[config.mk]
export PLATFORM = sky130hd
export DESIGN_NAME = adc_spi_responder
export DESIGN_NICKNAME = d
export VERILOG_FILES = /design/src/rtl/adc_spi_responder.sv
export SDC_FILE = /design/constraint.sdc
export NUM_CORES = 1
export LEC_CHECK = 0
export ABC_AREA = 1
export BUFFER_PORTS_ARGS = -buffer_cell sky130_fd_sc_hd__buf_2
export CORE_UTILIZATION = 50
export DETAILED_ROUTE_END_ITERATION = 8
export PLACE_DENSITY = 0.83
export SLEW_MARGIN = 25
export SYNTH_ARGS = -nofsm -noshare
export SYNTH_HDL_FRONTEND = slang
export SYNTH_SLANG_ARGS = --single-unit
[constraint.sdc]
create_clock -name clk -period 2.1 [get_ports clk]
set_clock_uncertainty 0.05 [all_clocks]
set_input_delay 0.105 -clock clk [delete_from_list [all_inputs] [get_ports clk]]
set_output_delay 0.105 -clock clk [all_outputs]
set_load 0.01 [all_outputs]
[src/rtl/adc_spi_responder.sv]
// adc_spi_responder: emulates the ADC end of the serial link driven by adc_fsm.
// The serial pins are oversampled on clk, which must run at least 8x SCLK.
// An 8-bit control byte is decoded from the command bits. Its SEL field
// picks one of NCH parallel sample words. That word is shifted out MSB first
// after a one-bit busy period, during which SSTRB is high.
//
// Ports:
//   clk        system clock
//   rst        synchronous reset, active low
//   CSnot      chip select from the master, active low
//   SCLK       serial clock from the master, idles low
//   DIN        serial command bits, sampled on SCLK rise
//   DOUT       serial result bits, updated on SCLK fall
//   SSTRB      conversion strobe, high for the busy-bit period
//   ch_data    NCH sample words; channel k is at [k*DATA_W +: DATA_W]
//   ctrl_byte  last accepted control byte
//   ctrl_valid one-clk pulse when ctrl_byte updates
//   busy       high from start-bit acceptance until the return to IDLE
`timescale 1ns/1ps
module adc_spi_responder #(
   parameter int unsigned DATA_W      = 8,
   parameter int unsigned NCH         = 8,
   parameter int unsigned SYNC_STAGES = 2
) (
   input  logic                   clk,
   input  logic                   rst,
   input  logic                   CSnot,
   input  logic                   SCLK,
   input  logic                   DIN,
   output logic                   DOUT,
   output logic                   SSTRB,
   input  logic [NCH*DATA_W-1:0]  ch_data,
   output logic [7:0]             ctrl_byte,
   output logic                   ctrl_valid,
   output logic                   busy
);

   // The counter tracks both the command bits (8) and the result bits (DATA_W).
   localparam int unsigned CNT_MAX = (DATA_W > 8) ? DATA_W : 8;
   localparam int unsigned CNT_W   = $clog2(CNT_MAX + 1);

   typedef enum logic [2:0] {
      S_IDLE,
      S_CTRL,
      S_WAIT,
      S_DATA,
      S_TAIL
   } state_t;

   state_t              state, state_n;
   logic [SYNC_STAGES-1:0] cs_sync, sclk_sync, din_sync;
   logic                sclk_d;
   logic                cs_s, sclk_s, din_s, sclk_rise, sclk_fall;
   logic [CNT_W-1:0]    cnt, cnt_n;
   logic [6:0]          ctrl_sr, ctrl_sr_n;
   logic [7:0]          ctrl_shift;
   logic [DATA_W-1:0]   data_sr, data_sr_n, sel_word;
   logic                dout_n, sstrb_n, busy_n, ctrl_valid_n;
   logic [7:0]          ctrl_byte_n;

   assign cs_s      = cs_sync[SYNC_STAGES-1];
   assign sclk_s    = sclk_sync[SYNC_STAGES-1];
   assign din_s     = din_sync[SYNC_STAGES-1];
   assign sclk_rise = sclk_s & ~sclk_d;
   assign sclk_fall = ~sclk_s & sclk_d;
   assign ctrl_shift = {ctrl_sr, din_s};

   // Word selected by the accepted SEL field; channels past NCH read as zero.
   always_comb begin
      sel_word = '0;
      for (int unsigned k = 0; k < NCH; k++) begin
         if (32'(ctrl_byte[6:4]) == k) sel_word = ch_data[k*DATA_W +: DATA_W];
      end
   end

   // Next-state and next-output logic.
   always_comb begin
      state_n      = state;
      cnt_n        = cnt;
      ctrl_sr_n    = ctrl_sr;
      data_sr_n    = data_sr;
      dout_n       = DOUT;
      sstrb_n      = SSTRB;
      ctrl_byte_n  = ctrl_byte;
      ctrl_valid_n = 1'b0;

      // A deasserted chip select overrides any SCLK edge seen in the same clk.
      if (cs_s) begin
         state_n = S_IDLE;
         dout_n  = 1'b0;
         sstrb_n = 1'b0;
      end else begin
         case (state)
            S_IDLE: begin
               dout_n  = 1'b0;
               sstrb_n = 1'b0;
               if (sclk_rise && din_s) begin
                  state_n   = S_CTRL;
                  cnt_n     = CNT_W'(1);
                  ctrl_sr_n = 7'h01;
               end
            end
            S_CTRL: begin
               if (sclk_rise) begin
                  ctrl_sr_n = ctrl_shift[6:0];
                  cnt_n     = cnt + CNT_W'(1);
                  if (cnt == CNT_W'(7)) begin
                     ctrl_byte_n  = ctrl_shift;
                     ctrl_valid_n = 1'b1;
                     state_n      = S_WAIT;
                  end
               end
            end
            S_WAIT: begin
               if (sclk_fall) begin
                  data_sr_n = sel_word;
                  sstrb_n   = 1'b1;
                  dout_n    = 1'b0;
                  cnt_n     = '0;
                  state_n   = S_DATA;
               end
            end
            S_DATA: begin
               if (sclk_fall) begin
                  sstrb_n = 1'b0;
                  if (cnt == CNT_W'(DATA_W)) begin
                     dout_n  = 1'b0;
                     state_n = S_TAIL;
                  end else begin
                     dout_n    = data_sr[DATA_W-1];
                     data_sr_n = data_sr << 1;
                     cnt_n     = cnt + CNT_W'(1);
                  end
               end
            end
            S_TAIL: begin
               dout_n = 1'b0;
               // A new start bit here begins a back-to-back conversion.
               if (sclk_rise && din_s) begin
                  state_n   = S_CTRL;
                  cnt_n     = CNT_W'(1);
                  ctrl_sr_n = 7'h01;
               end
            end
            default: begin
               state_n = S_IDLE;
               dout_n  = 1'b0;
               sstrb_n = 1'b0;
            end
         endcase
      end

      busy_n = (state_n != S_IDLE);
   end

   // Synchronizers, state register and registered outputs.
   always_ff @(posedge clk) begin
      if (!rst) begin
         cs_sync    <= '1;
         sclk_sync  <= '0;
         din_sync   <= '0;
         sclk_d     <= 1'b0;
         state      <= S_IDLE;
         cnt        <= '0;
         ctrl_sr    <= '0;
         data_sr    <= '0;
         DOUT       <= 1'b0;
         SSTRB      <= 1'b0;
         busy       <= 1'b0;
         ctrl_valid <= 1'b0;
         ctrl_byte  <= 8'h00;
      end else begin
         cs_sync    <= {cs_sync[SYNC_STAGES-2:0], CSnot};
         sclk_sync  <= {sclk_sync[SYNC_STAGES-2:0], SCLK};
         din_sync   <= {din_sync[SYNC_STAGES-2:0], DIN};
         sclk_d     <= sclk_s;
         state      <= state_n;
         cnt        <= cnt_n;
         ctrl_sr    <= ctrl_sr_n;
         data_sr    <= data_sr_n;
         DOUT       <= dout_n;
         SSTRB      <= sstrb_n;
         busy       <= busy_n;
         ctrl_valid <= ctrl_valid_n;
         ctrl_byte  <= ctrl_byte_n;
      end
   end

endmodule

==> results.md, run 1 <==
* Mapped cell area at 2270 um^2
* First-pass GRT wire length at 9950 um
* DRT iter0 DRCs at 153
* Final period utilization at 87.0%
* Final setup vio count at 0
* Number of I/O port buffers at 80
* Worst Max-Slew Pin Slew at 0.677 ns
* GP Congestion at 0.912
* Status: completed
* Post-CTS Setup Repair Bufs at 0
* Post-synth EDFFs at 0
* Crit-path cells: inv_1 -> ha_1 -> nand3_1 -> inv_1 -> nand2_1 -> nand2_1 -> nor2_1 -> nand2_2 -> o21ai_0 -> nor3b_1
* HP Class: input pin to flop
* Cell row count at 24
* Hold-fix buffers, CTS at 3
* Sink Count at 41
* Final WL at 5950 um
* Hold Path Sink: din_sync[1]
* Most common cell after layout, fill and taps aside: nand2_1
* Gate Count Post-Synth at 353
* Vias/cell at 5.31
* Largest net degree at the start of global routing at 22
* Die Footprint at 4820 um^2
* Starting Density at 52.2%
* Worst relative slew slack at 54.8%
* Worst path slowest cell: dfxtp_1
* Async set or reset register ratio after synthesis at 0%
* DR vias at 2602
* Vias in the first global route at 2320
* Most frequent cells in the layout: nand2_1, buf_2, nor2_1
* CTS root buffer: clkbuf_8
* Max-cap violation count at 0
* ANT nets after route at 0
* Antenna violations before repair at 0
* Critical path arrival at 1.99 ns
* Reg-to-reg critical path startpoint: cnt[0]
* # fillers at 408
* R2r setup slk at 0.27 ns
* Yosys cell types at 29
* R2r worst-path depth at 10
* HPWL Detailed at 4400 um
* Mapped Avg Cell Area at 6.44 um^2
* H-Tree Depth at 2
* Final Instance Area at 2890 um^2
* Die height at 69.5 um
* Syn_nets at 424
* Seq/Total Area, Yosys at 36.1%
* Pre-antenna DRT Iters at 5
* Average wire per standard cell at 12.1 um
* Inst Count DP at 479
* Io pins at 81
* Max stage delay on crit path at 0.39 ns
* Multi-input logic area at 1230 um^2
* Final hold violations at 0
* Peak supply drop at 0.000571 V
* RSZ-0062 raised after global routing: no
* Worst-path clk slew at 0.08 ns
* CTS tree: built
* YS warnings at 0
* Die width at 69.5 um
* CTS resizes at 0
* F_max at 548 MHz
* Setup TNS Final at 0 ns
* Max Slew Vio Count at 0
* CP max FO at 9
* Post-route insts no fill at 490
* GR Util All Layers at 25.4%
* Synth-to-layout area growth at 27.1%
* Critical Path Sink Type: flop
* Leak at 1.41 nW
* Final cell utilization of the core at 66.4%
* Startpoint Class: flop
* Seq. cell area at 821 um^2
* Worst hold path cell count at 3
* Kind of critical path: flop to flop
* Worst Path Required at 2.26 ns
* Reg2Reg Capture Point: cnt[2]
* Minimum clock period at 1.83 ns
* Diodes inserted at 0
* Num CTS Buffers at 5
* Share of layout cells above drive strength 1 at 25.3%
* DRC violations left at 0
* Gr ovfl total at 0
* # nets final at 508
* Max Root-Sink Buffers at 2
* DP Area at 2730 um^2
* Power Dens Cells at 570 nW/um^2
* Min-delay src: rst
* Yosys reg bits at 41
* Core footprint at 4350 um^2
* Clk_lat worst skew at 0.29 ns
* Top FF cell, synth: dfxtp_1
## layer usage
metal	track usage [%]	wire (um)	part of all wire, %	vias to the layer above
met1	31.6	2640	44	1142
met2	41.6	2690	45	112
met4	12.2	186	3.1	0
met5	0	0	0	-
met3	5.23	433	7.3	16
li1	-	-	-	1332
## worst max-delay path by stage
stage                             from    endpoint  slack, ns  cells past startpoint
after floorplan           ctrl_byte[4]  data_sr[1]       0.52                      8
after global placement    ctrl_byte[5]  data_sr[4]       0.43                      8
after detailed placement        cnt[0]      cnt[2]       0.32                     10
after CTS                       cnt[0]      cnt[2]       0.31                     10
after global routing            cnt[0]      cnt[2]       0.11                     10
final                           cnt[0]      cnt[2]       0.27                     10
## flip-flops by register name, indices dropped and copies added (netlist names)
signal      flops
DOUT            1
SSTRB           1
busy            1
cnt             4
cs_sync         2
ctrl_byte       8
ctrl_sr         7
ctrl_valid      1
data_sr         8
din_sync        2
sclk_d          1
sclk_sync       2
state           3
## logic make-up (layout without fill, tap and decap cells)
group	count (synthesis)	count (layout)	share of synthesized area, %
fa+ha+maj	2	2	1.10
buf+inv	55	140	9.68
compound gates	64	64	15.2
flops	41	41	36.1
simple gates	191	191	37.9
## report_power, final
part           leakage [nW]  switching [mW]  internal (mW)
clock network        0.0681           0.263          0.472
registers             0.332         0.00213          0.783
logic                  1.01          0.0605         0.0659
## cell type report
cell class	instances	share of cell area, %
Multi-Input combinational cell	257	42.7
Inverter	43	5.58
Tap cell	52	2.25
Clock buffer	5	2.38
Clock inverter	3	2.25
Timing Repair Buffer	89	16.5
Sequential cell	41	28.4
## synth_stat cells (all sizes together), types with 2 or more instances
cell type | count | area share, %
nor2 | 45 | 8.0
inv | 43 | 7.1
a211oi | 2 | 0.66
and3 | 2 | 0.55
or2 | 2 | 0.55
o211ai | 6 | 2.0
nor3 | 7 | 2.0
nor3b | 2 | 0.66
dfxtp | 41 | 36
buf | 5 | 1.4
nand3 | 36 | 8.1
nand4 | 15 | 4.4
a21oi | 35 | 7.7
ha | 2 | 1.1
clkbuf | 7 | 1.2
o21ai | 18 | 4.0
nand2 | 82 | 14
## per-stage QoR
stage                     hold WS (ns)  setup slack [ns]  power, mW
final                            0.122             0.274       1.65
after global routing             0.127             0.111       1.71
after CTS                        0.118             0.309       1.66
after detailed placement         0.241             0.321      0.924
after global placement           0.237             0.426      0.924
after floorplan                  0.153             0.520      0.848
## worst max-delay path, delay by kind of cell, from the launching register on
family / cells / cell delay, ns
flip-flops: 1 / 0.39
adder cells (fa/ha/maj): 1 / 0.19
AO/OA/AOI/OAI: 1 / 0.25
buffers and inverters: 2 / 0.14
AND/OR/NAND/NOR: 6 / 0.74
Power figures use the tool's default switching activity.
==> run 2, diff against run 1 <==
HOLD_SLACK_MARGIN = 0.15   (was unset)
==> results.md, run 2 (synthesis gave the netlist of run 1 again) <==
* CTS root buffer: clkbuf_8
* Kind of critical path: flop to flop
* Vias/cell at 5.25
* F_max at 546 MHz
* Peak supply drop at 0.000571 V
* GR Util met2 at 42.4%
* Startpoint Class: flop
* Worst-path clk slew at 0.08 ns
* Final period utilization at 87.3%
* Die height at 69.5 um
* Critical path arrival at 1.99 ns
* Die Footprint at 4820 um^2
* Most common cell after layout, fill and taps aside: nand2_1
* RSZ-0062 raised after global routing: no
* Worst relative slew slack at 56.2%
* DR vias at 2601
* Most frequent cells in the layout: nand2_1, buf_2, nor2_1
* Gr ovfl total at 0
* GP Congestion at 0.912
* GRT busiest layer: met2
* Largest regs: ctrl_byte x8, data_sr x8, ctrl_sr x7
* Worst Path Required at 2.26 ns
* Sink Count at 41
* Setup TNS Final at 0 ns
* Clk_lat worst skew at 0.29 ns
* Final setup vio count at 0
* HPWL Detailed at 4400 um
* Starting Density at 52.2%
* First-pass GRT wire length at 10100 um
* Max Slew Vio Count at 0
* Share of layout cells above drive strength 1 at 25.1%
* CP max FO at 9
* Worst Max-Slew Pin Slew at 0.656 ns
* DRC violations left at 0
* Synth-to-layout area growth at 29.3%
* Final Instance Area at 2940 um^2
* Critical Path Sink Type: flop
* Io pins at 81
* Met3 usage at 5.09%
* Number of I/O port buffers at 80
* HP Class: input pin to flop
* DP Area at 2730 um^2
* Leak at 1.43 nW
* Pre-antenna DRT Iters at 4
* DRT iter0 DRCs at 149
* # nets final at 513
* Met1 Usage GRT at 31.9%
* Average wire per standard cell at 12.1 um
* Antenna violations before repair at 0
* H-Tree Depth at 2
* Final WL at 6010 um
* Power Dens Cells at 563 nW/um^2
* Max Root-Sink Buffers at 2
* Cell row count at 24
* Core footprint at 4350 um^2
* Vias in the first global route at 2369
* Largest net degree at the start of global routing at 22
* Minimum clock period at 1.83 ns
* CTS tree: built
* Final hold violations at 0
* ANT nets after route at 0
* Die width at 69.5 um
* Num CTS Buffers at 5
* Diodes inserted at 0
* GR Util All Layers at 25.6%
* Status: completed
* Max-cap violation count at 0
## run 2: changes by cell type in the layout (fill, tap and decap cells not counted), sizes merged
cell and change:
dlygate4sd3 +5
## run 2: final timing paths
path                                   from  slack, ns          end  cells past startpoint
worst max register to register       cnt[0]       0.27       cnt[2]                     10
worst min register to register  din_sync[0]       0.36  din_sync[1]                      2
worst min-delay path            ch_data[52]       0.16   data_sr[4]                      5
worst max-delay path                 cnt[0]       0.27       cnt[2]                     10
## run 2: layout make-up
type	count	area, um^2
Sequential cell	41	821
Clock buffer	5	68.8
Clock inverter	3	65.1
Fill cell	403	1410
Tap cell	52	65.1
Inverter	43	161
Multi-Input combinational cell	257	1230
Timing Repair Buffer	94	526
## run 2: through the flow
stage / worst slack [ns] / hold WS, ns / total power, mW / instances / util (%)
after floorplan: 0.520 / 0.153 / 0.848 / 353 / -
after global placement: 0.426 / 0.237 / 0.924 / 479 / 62.6
after detailed placement: 0.321 / 0.241 / 0.924 / 479 / 62.6
after CTS: 0.309 / 0.160 / 1.66 / 495 / 67.5
after global routing: 0.111 / 0.182 / 1.72 / 495 / 67.5
final: 0.267 / 0.164 / 1.66 / 495 / 67.5
## run 2: power breakdown
part | switching, mW | internal, mW
sequential | 0.00213 | 0.783
combinational | 0.0618 | 0.0720
clock | 0.265 | 0.472
## run 2: worst max-delay path: stages (launching register included)
cell and delay [ns]:
dfxtp_1 0.40, inv_1 0.08, ha_1 0.19, nand3_1 0.10, inv_1 0.06, nand2_1 0.12
nand2_1 0.07, nor2_1 0.12, nand2_2 0.13, o21ai_0 0.24, nor3b_1 0.20
## run 2: per-layer routing
layer,share of wire (%),wire (um)
met5,0,0
met2,45,2710
met3,7.1,429
met4,3.1,187
met1,45,2680
## run 2: timing repair
action | CTS | global route
gates resized for setup | 0 | 0
setup buffers | 0 | 0
hold buffers | 8 | 0
endpoints found under the hold margin | 8 | 0
==> run 3, diff against run 2 <==
ABC_AREA = 0   (was 1)
PLACE_DENSITY = 0.82   (was 0.83)
==> results.md, run 3 <==
* Setup TNS Final at 0 ns
* Worst Path Required at 2.27 ns
* DP Worst Slack at 0.0991 ns
* Final setup vio count at 0
* R2r setup slk at 0.07 ns
* Post-synth EDFFs at 0
* DR vias at 2457
* Max Root-Sink Buffers at 2
* Startpoint Class: flop
* Gate Count Post-Synth at 289
* Max-cap violation count at 0
* Yosys reg bits at 41
* Power Dens Cells at 533 nW/um^2
* YS warnings at 0
* Diodes inserted at 0
* Syn_nets at 360
* Worst path slowest cell: or4_1
* ANT nets after route at 0
* Final hold violations at 0
* Cell row count at 24
* GR Util All Layers at 25.2%
* HP Class: input pin to flop
* Pre-antenna DRT Iters at 7
* Die Footprint at 5100 um^2
* Final WL at 6180 um
* Share of layout cells above drive strength 1 at 32.1%
* HPWL Detailed at 4610 um
* Worst hold path cell count at 5
* Antenna violations before repair at 0
* # nets final at 450
* Die width at 71.4 um
* Top FF cell, synth: dfxtp_1
* Sink Count at 41
* Peak supply drop at 0.000363 V
* Power Total at 1.67 mW
* Num CTS Buffers at 5
* Die height at 71.4 um
* Starting Density at 53.4%
* Min-delay src: ch_data[51]
* Leak at 1.31 nW
* Status: finished with violations
* Core footprint at 4500 um^2
* Minimum clock period at 2.03 ns
* Area share of the largest cell type after synthesis at 34.1%
* Commonest cells post-synth: dfxtp_1, nor2_1, mux2i_1, a21oi_1, nand2_1
* Final Instance Area at 3120 um^2
* Final period utilization at 96.6%
* First-pass GRT wire length at 10200 um
* Yosys cell types at 58
* Max stage delay on crit path at 0.53 ns
* Mapped cell area at 2410 um^2
* Inst Count DP at 417
* DRC violations left at 2
* CTS root buffer: clkbuf_8
* DRT iter0 DRCs at 126
* Max Slew Vio Count at 0
* Largest net degree at the start of global routing at 28
* Reg-to-reg critical path startpoint: state[0]
* Cell family with most CP delay: compound AO/OA/AOI/OAI gates
* Hold Path Sink: data_sr[3]
* GP Congestion at 0.927
* Mapped Avg Cell Area at 8.33 um^2
* Clk_lat worst skew at 0.30 ns
* Crit-path cells: and2b_1 -> a21boi_0 -> a2111o_1 -> or4_1 -> a21oi_1
* Worst Max-Slew Pin Slew at 0.627 ns
* Setup ws final at 0.0724 ns
* Crit. Startpoint: state[0]
* CTS tree: built
* Failing checks: DRC
* Critical Path Sink Type: flop
* Worst Path Buf+Inv at 0
* Async set or reset register ratio after synthesis at 0%
* R2r worst-path depth at 5
* CP max FO at 8
* Average wire per standard cell at 14.3 um
* Worst relative slew slack at 58.2%
* Kind of critical path: flop to flop
* Most frequent cells in the layout: buf_2, dfxtp_1, nor2_1
* CP Depth at 5
* Io pins at 81
* Post-route insts no fill at 432
* DP Area at 2920 um^2
* H-Tree Depth at 2
* Reg2Reg Capture Point: cnt[3]
* Final cell utilization of the core at 69.3%
* Synth area leaders: dfxtp_1, mux2i_1, a21oi_1, nor2_1, o211ai_1
* Seq/Total Area, Yosys at 34.1%
* Largest regs: ctrl_byte x8, data_sr x8, ctrl_sr x7
* Number of I/O port buffers at 80
* F_max at 493 MHz
* Most common cell after layout, fill and taps aside: buf_2
* Yosys top cell by area: dfxtp_1
* Top-count cell post-synth: dfxtp_1
* Vias/cell at 5.69
* Worst-path clk slew at 0.08 ns
* Gr ovfl total at 0
* Vias in the first global route at 2284
* Synth-to-layout area growth at 29.7%
* WHS at 0.220 ns
* Critical path arrival at 2.20 ns
[run 3: worst max path at each step]
stage | endpoint | slack, ns
after floorplan | cnt[3] | 0.18
after global placement | cnt[3] | 0.19
after detailed placement | cnt[3] | 0.1
after CTS | cnt[3] | 0.09
after global routing | cnt[2] | -0.001
final | cnt[3] | 0.07
[run 3: per-layer routing]
| layer | GRT usage, % | vias up | wire length [um] |
|---|---|---|---|
| met4 | 7.11 | 0 | 70 |
| met5 | 0 | - | 0 |
| met1 | 32.1 | 1125 | 2750 |
| met2 | 43.9 | 77 | 3030 |
| li1 | - | 1245 | - |
| met3 | 4.08 | 10 | 334 |
[run 3: final cells by class]
class | count | area (um^2)
Clock buffer | 5 | 68.8
Clock inverter | 3 | 65.1
Fill cell | 367 | 1380
Inverter | 10 | 37.5
Multi-Input combinational cell | 216 | 1450
Sequential cell | 41 | 823
Tap cell | 52 | 65.1
Timing Repair Buffer | 105 | 616
[run 3: worst register-to-register path: stages (launching register included)]
cell and delay, ns:
dfxtp_1 0.47, and2b_1 0.16, a21boi_0 0.08, a2111o_1 0.52
or4_1 0.53, a21oi_1 0.14
[run 3: report_power, final]
part	internal, mW	switching, mW	total, mW
Clock	0.472	0.276	0.748
Sequential	0.783	0.00462	0.787
Combinational	0.0783	0.0515	0.130
Total	1.33	0.332	1.67
[run 3: timing repair]
| action | in CTS | in global routing |
|---|---|---|
| hold buffers | 6 | 0 |
| hold endpoints to repair | 5 | 0 |
| buffers inserted | 0 | 1 |
| endpoints found under the setup margin | 0 | 3 |
| resized for setup | 0 | 2 |
[run 3: cells by family after synthesis]
group	synth area share (%)
AO/OA/AOI/OAI	21.8
adder cells (fa/ha/maj)	1.04
buffers and inverters	5.77
flip-flops	34.1
multiplexers	13.6
AND/OR/NAND/NOR	23.6
